**src/rtl/mod_settings_loader.sv**
```systemverilog
// Modulation settings loader: polls the controller-BRAM flag word and, on a 0->1 edge of the
// mod-set bit, reads 12 settings words into shadows and commits them atomically with UPDATE.
// Optional build macro MOD_SETTINGS_VALIDATE_EN rejects sets whose CYCLE or FREQ_DIV is zero.

module mod_settings_loader #(
  parameter int BRAM_LATENCY = 2
) (
  input  logic        CLK,
  input  logic        RST_N,
  output logic        BRAM_EN,
  output logic [7:0]  BRAM_ADDR,
  input  logic [15:0] BRAM_DOUT,
  output logic        REQ_RD_SEGMENT,
  output logic [31:0] CYCLE,
  output logic [31:0] FREQ_DIV,
  output logic [31:0] REP,
  output logic [7:0]  TRANSITION_MODE,
  output logic [63:0] TRANSITION_VALUE,
  output logic        UPDATE,
  output logic        BUSY
);
  localparam int         NUM_WORDS = 12;
  localparam logic [7:0] FLAG_ADDR = 8'h00;
  localparam logic [7:0] BASE_ADDR = 8'h22;
  localparam logic [3:0] LAST_IDX  = 4'(NUM_WORDS - 1);

  typedef enum logic [2:0] {
    POLL, POLL_WAIT, CHECK, LOAD, LOAD_WAIT, COMMIT
  } state_e;

  // Read tag travelling alongside the BRAM latency: flag poll or settings word index.
  typedef struct packed {
    logic       poll;
    logic [3:0] idx;
  } tag_t;

  typedef struct packed {
    logic        seg;
    logic [31:0] cycle;
    logic [31:0] freq_div;
    logic [31:0] rep;
    logic [7:0]  mode;
    logic [63:0] tval;
  } settings_t;

  state_e                       state_q, state_d;
  logic                         run_q, run_d;
  logic [3:0]                   ld_idx_q, ld_idx_d;
  logic [BRAM_LATENCY-1:0]      vld_pipe_q, vld_pipe_d;
  tag_t [BRAM_LATENCY-1:0]      tag_pipe_q, tag_pipe_d;
  logic [NUM_WORDS-1:0][15:0]   shadow_q, shadow_d;
  logic                         flag_q, flag_d;
  logic                         prev_q, prev_d;
  logic                         last_cap_q, last_cap_d;
  logic                         update_q, update_d;
  settings_t                    out_q, out_d;

  settings_t shadow_set;
  logic      cap_vld;
  tag_t      cap_tag;
  logic      issue;
  tag_t      issue_tag;
  logic      cfg_ok;
  logic      bram_en;
  logic [7:0] bram_addr;
  logic      unused_bits;

  assign cap_vld = vld_pipe_q[BRAM_LATENCY-1];
  assign cap_tag = tag_pipe_q[BRAM_LATENCY-1];

  always_comb begin
    shadow_set.seg      = shadow_q[0][0];
    shadow_set.cycle    = {shadow_q[2], shadow_q[1]};
    shadow_set.freq_div = {shadow_q[4], shadow_q[3]};
    shadow_set.rep      = {shadow_q[6], shadow_q[5]};
    shadow_set.mode     = shadow_q[7][7:0];
    shadow_set.tval     = {shadow_q[11], shadow_q[10], shadow_q[9], shadow_q[8]};
  end

  assign unused_bits = ^{shadow_q[0][15:1], shadow_q[7][15:8]};

`ifdef MOD_SETTINGS_VALIDATE_EN
  assign cfg_ok = (shadow_set.cycle != 32'd0) && (shadow_set.freq_div != 32'd0);
`else
  assign cfg_ok = 1'b1;
`endif

  always_comb begin
    state_d    = state_q;
    run_d      = 1'b1;
    ld_idx_d   = ld_idx_q;
    shadow_d   = shadow_q;
    flag_d     = flag_q;
    prev_d     = prev_q;
    last_cap_d = last_cap_q;
    out_d      = out_q;
    update_d   = 1'b0;
    bram_en    = 1'b0;
    bram_addr  = FLAG_ADDR;
    issue      = 1'b0;
    issue_tag  = '0;

    // Capture whatever read emerges from the BRAM this cycle.
    if (cap_vld) begin
      if (cap_tag.poll) begin
        flag_d = BRAM_DOUT[0];
      end else begin
        for (int w = 0; w < NUM_WORDS; w++) begin
          if (cap_tag.idx == 4'(w)) shadow_d[w] = BRAM_DOUT;
        end
        if (cap_tag.idx == LAST_IDX) last_cap_d = 1'b1;
      end
    end

    case (state_q)
      POLL: begin
        // Held idle for the first cycle out of reset.
        if (run_q) begin
          bram_en        = 1'b1;
          issue          = 1'b1;
          issue_tag.poll = 1'b1;
          state_d        = POLL_WAIT;
        end
      end
      POLL_WAIT: begin
        if (cap_vld && cap_tag.poll) state_d = CHECK;
      end
      CHECK: begin
        prev_d = flag_q;
        if (flag_q && !prev_q) begin
          state_d    = LOAD;
          ld_idx_d   = 4'd0;
          last_cap_d = 1'b0;
        end else begin
          state_d = POLL;
        end
      end
      LOAD: begin
        bram_en       = 1'b1;
        bram_addr     = BASE_ADDR + {4'h0, ld_idx_q};
        issue         = 1'b1;
        issue_tag.idx = ld_idx_q;
        if (ld_idx_q == LAST_IDX) begin
          ld_idx_d = 4'd0;
          state_d  = LOAD_WAIT;
        end else begin
          ld_idx_d = ld_idx_q + 4'd1;
        end
      end
      LOAD_WAIT: begin
        // Outputs load on the edge into COMMIT so they are valid alongside UPDATE.
        if (last_cap_q) begin
          if (cfg_ok) begin
            state_d  = COMMIT;
            out_d    = shadow_set;
            update_d = 1'b1;
          end else begin
            state_d = POLL;
          end
        end
      end
      COMMIT:  state_d = POLL;
      default: state_d = POLL;
    endcase

    vld_pipe_d    = '0;
    tag_pipe_d    = '0;
    vld_pipe_d[0] = issue;
    tag_pipe_d[0] = issue_tag;
    for (int k = 1; k < BRAM_LATENCY; k++) begin
      vld_pipe_d[k] = vld_pipe_q[k-1];
      tag_pipe_d[k] = tag_pipe_q[k-1];
    end
  end

  always_ff @(posedge CLK or negedge RST_N) begin
    if (!RST_N) begin
      state_q    <= POLL;
      run_q      <= 1'b0;
      ld_idx_q   <= '0;
      vld_pipe_q <= '0;
      tag_pipe_q <= '0;
      shadow_q   <= '0;
      flag_q     <= 1'b0;
      prev_q     <= 1'b0;
      last_cap_q <= 1'b0;
      update_q   <= 1'b0;
      out_q      <= '0;
    end else begin
      state_q    <= state_d;
      run_q      <= run_d;
      ld_idx_q   <= ld_idx_d;
      vld_pipe_q <= vld_pipe_d;
      tag_pipe_q <= tag_pipe_d;
      shadow_q   <= shadow_d;
      flag_q     <= flag_d;
      prev_q     <= prev_d;
      last_cap_q <= last_cap_d;
      update_q   <= update_d;
      out_q      <= out_d;
    end
  end

  assign BRAM_EN          = bram_en;
  assign BRAM_ADDR        = bram_addr;
  assign REQ_RD_SEGMENT   = out_q.seg;
  assign CYCLE            = out_q.cycle;
  assign FREQ_DIV         = out_q.freq_div;
  assign REP              = out_q.rep;
  assign TRANSITION_MODE  = out_q.mode;
  assign TRANSITION_VALUE = out_q.tval;
  assign UPDATE           = update_q;
  assign BUSY             = (state_q == LOAD) || (state_q == LOAD_WAIT) || (state_q == COMMIT);

endmodule

```
**config.mk**
```make
export PLATFORM = sky130hd
export DESIGN_NAME = mod_settings_loader
export DESIGN_NICKNAME = d
export VERILOG_FILES = /design/src/rtl/mod_settings_loader.sv
export SDC_FILE = /design/constraint.sdc
export NUM_CORES = 1
export LEC_CHECK = 0
export ABC_AREA = 1
export BUFFER_PORTS_ARGS = -buffer_cell sky130_fd_sc_hd__buf_2
export CAP_MARGIN = 20
export CORE_MARGIN = 2
export CORE_UTILIZATION = 45
export DETAILED_ROUTE_END_ITERATION = 8
export GPL_TIMING_DRIVEN = 0
export PLACE_DENSITY = 0.65
export SLEW_MARGIN = 5
export SYNTH_ARGS = -nofsm -noshare
export SYNTH_HDL_FRONTEND = slang
export SYNTH_SLANG_ARGS = --single-unit
```
**constraint.sdc**
```tcl
create_clock -name CLK -period 2.3 [get_ports CLK]
set_input_delay 0.46 -clock CLK [delete_from_list [all_inputs] [get_ports CLK]]
set_output_delay 0.46 -clock CLK [all_outputs]
set_load 0.005 [all_outputs]
```
# After elaboration in Yosys (flattened, before gate mapping)
# Cells that the tools add are included.
# classes
eq_ne,22
mux,21
addsub,2
reduce_logical,24
bitwise_logic,1
# op_table
operator,count
AND reduction 3 bit,12
"equality test 4 bit, second input constant",5
"equality test 4 x 3 -> 1 bit, second input constant",4
one-hot mux 3 bit (5 select lines),1
two-way mux 3 bit,4
two-way mux 4 bit,3
"inequality test 2 bit, second input constant",5
two-way mux 1 bit,9
"equality test 4 x 2 -> 1 bit, second input constant",2
one-hot mux 4 bit (2 select lines),1
"adder 6 x 4 -> 7 bit, first input constant",1
two-way mux 7 bit,1
"equality test 3 x 2 -> 1 bit, second input constant",2
"equality test 3 bit, second input constant",2
AND reduction 2 bit,3
"adder 4 x 1 -> 4 bit, second input constant",1
"equality test 4 x 1 -> 1 bit, second input constant",1
logical NOT 4 bit,1
AND reduction 4 bit,1
"equality test 3 x 1 -> 1 bit, second input constant",1
logical NOT 3 bit,1
logical AND 1 bit,2
logical OR 1 bit,2
two-way mux 2 bit,1
4 further kinds,4
# word_totals
elab_cells,100
inputBits,18
reg_bits,362
out_inout_bits,180

# Depth between registers and ports, before layout
# logic_depth
ltp_word,6
depth_mapped,7
mapped_depth_nobuf,7

# Worst setup path after synthesis
# No wires, ideal clock.
# synth_timing
path_type,flip-flop to output port
start,register state_q[1]
end,output port BRAM_ADDR[4]
arrival_ns,1.139
stages_incl_launch_ff,6
slack_ns,0.701
n_path_buf,1
required_ns,1.840
cell_sequence,dfrtp_1 > nand2_1 > nor2_2 > inv_1 > buf_2 > nor4_1
# synth_between
elab_chain_cells,2
# synth_rtl
item,line_no,rtl
from (decl),46,"state_e state_q, state_d;"
from (signal assigned),190,state_q <= state_d;
equality test 3 x 2 -> 1 bit,115,case (state_q)
two-way mux 7 bit,115,
to (decl),11,"output logic [7:0] BRAM_ADDR,"
# No other way between the ends.

# Worst setup path in the final report
# layout_timing
start,register state_q[2]
end,output port BRAM_ADDR[4]
# Same word-level chain as after synthesis.

==> results.md <==
* Worst-Skew Late Latency at 520 ps
* Met1 GRT Util at 0.3325
* Drt drc at 0
* Logic pwr share at 0.098
* CTS root buffer: clkbuf_16
* CP max-delay cell: dfrtp_1
* Final HPWL DP at 23.00 mm
* Dpl cell area at 14,920 sq um
* Die footprint at 31,080 sq um
* Routed WL at 35.14 mm
* Post-Synthesis Cell Area at 13,360 sq um
* Synthesized instance count at 1,407
* Asr flop ratio synth at 1.000
* Most numerous cell in the Yosys netlist: nand2_1
* Internal power at 10.97 mW
* WP buf/inv at 4
* Ant diodes at 0
* IO Pins at 198
* Pins Over Slew Limit at 0
* Avg Cell Area, Syn at 9.496 sq um
* DR pass1 iterations at 8
* Starting DRT DRC Count at 839
* Largest net degree at the start of global routing at 101
* Max-slew headroom at 0.2842
* Achievable Freq at 463.4 MHz
* Synth top area cells: dfrtp_1, nand2_1, o21ai_0
* Met3 usage at 0.03661
* Crit path max fanout at 10
* Number of global-route vias before repair at 9,760
* WHS at -77.16 ps
* Clock Sinks at 362
* #FFs+latches synth at 362
* Psw at 3.719 mW
* Skew final at 21.33 ps
* Fraction of layout cells with a size suffix above 1 at 0.1834
* Clock Pin Slew Worst Setup and Hold Paths at 60 ps
* Die Y at 176.3 um
* GRT met2 Usage at 0.3627
* Post-route design area at 16,160 sq um
* Worst vdd ir at 462.0 uV
* Status: finished, violations left
* Dominant cell type by area after synthesis: dfrtp_1
* Switch share at 0.2532
* PwrDens at 909.1 nW/um^2
* Final setup violating endpoints at 0
* Tcrit/Tclk final at 0.9383
* CTS Buffer Depth at 3
* Starting Density at 0.4544
* Global route total overflow at 0
* GPL Wtd Cong at 0.7934
* TritonCTS buffer count at 37
* Core footprint at 29,400 sq um
* Yosys top cell area share at 0.6780
* Rows at 63
* Worst Tran Pin Value at 1074 ps
* Number of synthesis warnings at 0
* Critical Path RT at 1840 ps
* Unrepaired setup endpoints after global routing: no
* ANT nets after route at 0
* Hold WC Path Type: input port to async pin
* Number of flops mapped to enable cells by yosys at 0
* Setup CP Type: flip-flop to output port
* Gr busiest metal: met2
* Final nets at 1,669
* Slowest stage delay, CP at 350 ps
* I/O Buffers at 195
* Leakage power at 9.229 nW
* Post-layout min period at 2158 ps
* CP Cell Sequence: buf_2 -> nor2_4 -> inv_1 -> buf_4 -> nor4_2 -> buf_2
* Failing checks: hold timing
* Die width at 176.3 um
* Crit path DAT at 1700 ps
* Most instantiated cells after synthesis: nand2_1, dfrtp_1, o21ai_0
* Routed vias/inst at 4.950
* Layout area overhead at 20.93%
* Nature of the critical path startpoint: flip-flop
* First-pass GRT wire length at 55.08 mm
* H-tree levels at 2
* Final hold violation count at 80
* Via count at 10,216
* GR Util All Layers at 0.2308
* WL per Instance at 17.03 um
* Initial antenna violation count at 0
* Clk pwr share at 0.395
* Netlist cell types at 25
* Seq/Total Area, Yosys at 0.6780
* Sequential share of power at 0.508
* Ys flop type: dfrtp_1
* Max Cap Violations at 0
* Final TNS setup at 0 ps
* CTS tree: yes
* Most used cell, CP: buf_2
* CP top delay family: buffers and inverters
* Critical Path Sink Type: output port
==> layer usage <==
layer  up-vias  share of wire
met2       308           0.46
met3        60          0.058
met4         0          0.030
li1       4866              -
met5         -              0
met1      4982           0.45
==> cell type report <==
cell class                 instances  area (sq um)
clock inverter                    10         58.81
multi-input combinational        932          3815
buffer                            80         382.9
tap                              390         488.0
fill                            2662         13250
timing repair buffer             202          1101
sequential                       362          9061
inverter                          34         127.6
clock buffer                      54          1122
==> timing repair <==
| item | 4_1_cts | 5_1_grt |
|---|---|---|
| setup buffers | 0 | 3 |
| setup endpoints to repair | 3 | 4 |
| pin swaps | 0 | 1 |
| hold endpoints to repair | 86 | 6 |
| gates resized for setup | 4 | 5 |
==> sequential cells by signal (all words and copies together), names as in the netlist <==
name              count
UPDATE                1
REQ_RD_SEGMENT        1
run_q                 1
prev_q                1
cap_tag               5
flag_q                1
tag_pipe_d            5
ld_idx_q              4
shadow_q            169
CYCLE                32
REP                  32
state_q               3
TRANSITION_VALUE     64
vld_pipe_q            2
FREQ_DIV             32
last_cap_q            1
TRANSITION_MODE       8
==> final timing paths <==
kind / startpoint / to / slack, ps / depth (start not counted)
setup reg to reg: state_q[0] / CYCLE[0] / 330 / 8
min in group CLK: BRAM_DOUT[1] / shadow_q[65] / 230 / 3
setup / recovery: state_q[2] / BRAM_ADDR[4] / 140 / 6
hold / removal: RST_N / FREQ_DIV[26] / -80 / 1
max in group asynchronous: RST_N / shadow_q[169] / 680 / 4
hold reg to reg: tag_pipe_d[5] / cap_tag[0] / 350 / 0
==> through the flow <==
step                hold WS [ps]  setup WS [ps]  utilization  instances  total power [mW]
finish                    -77.16          142.0       0.5495       2064             14.69
global route              -20.18          11.38       0.5495       2064             15.39
CTS                       -30.17         -17.49       0.5480       2060             14.73
detailed placement         336.4         -60.06       0.5075       1996             8.932
global placement           331.5          -6172       0.5043       1993             8.840
floorplan                  164.4          701.3            -       1408             8.350
==> logic make-up after synthesis <==
group           synth area share
fa+ha+maj               0.001873
simple gates              0.2132
other cells            0.0005621
compound gates           0.06696
xor+xnor                0.001311
flops                     0.6780
buf+inv                  0.03802
==> cell usage in the layout, fill, tap and decap left out, types with 3 or more instances in the layout <==
cell	netlist	routed
conb_1	2	3
dfrtp_1	362	360
clkbuf_1	44	50
buf_16	0	3
nand3_1	5	5
buf_4	14	18
nand2_1	717	717
clkbuf_8	0	9
buf_2	22	215
inv_1	33	33
clkbuf_16	0	39
o21ai_0	174	173
clkinv_2	0	7
nor2_1	16	15
==> power by group through the flow <==
stage	clock (mW)	sequential, mW	combinational (mW)
detailed placement	0	7.58	1.36
CTS	5.89	7.47	1.37
finish	5.80	7.46	1.43
floorplan	0	7.46	0.889
global placement	0	7.55	1.29
global route	6.16	7.54	1.69
Power figures use the tool's default switching activity.
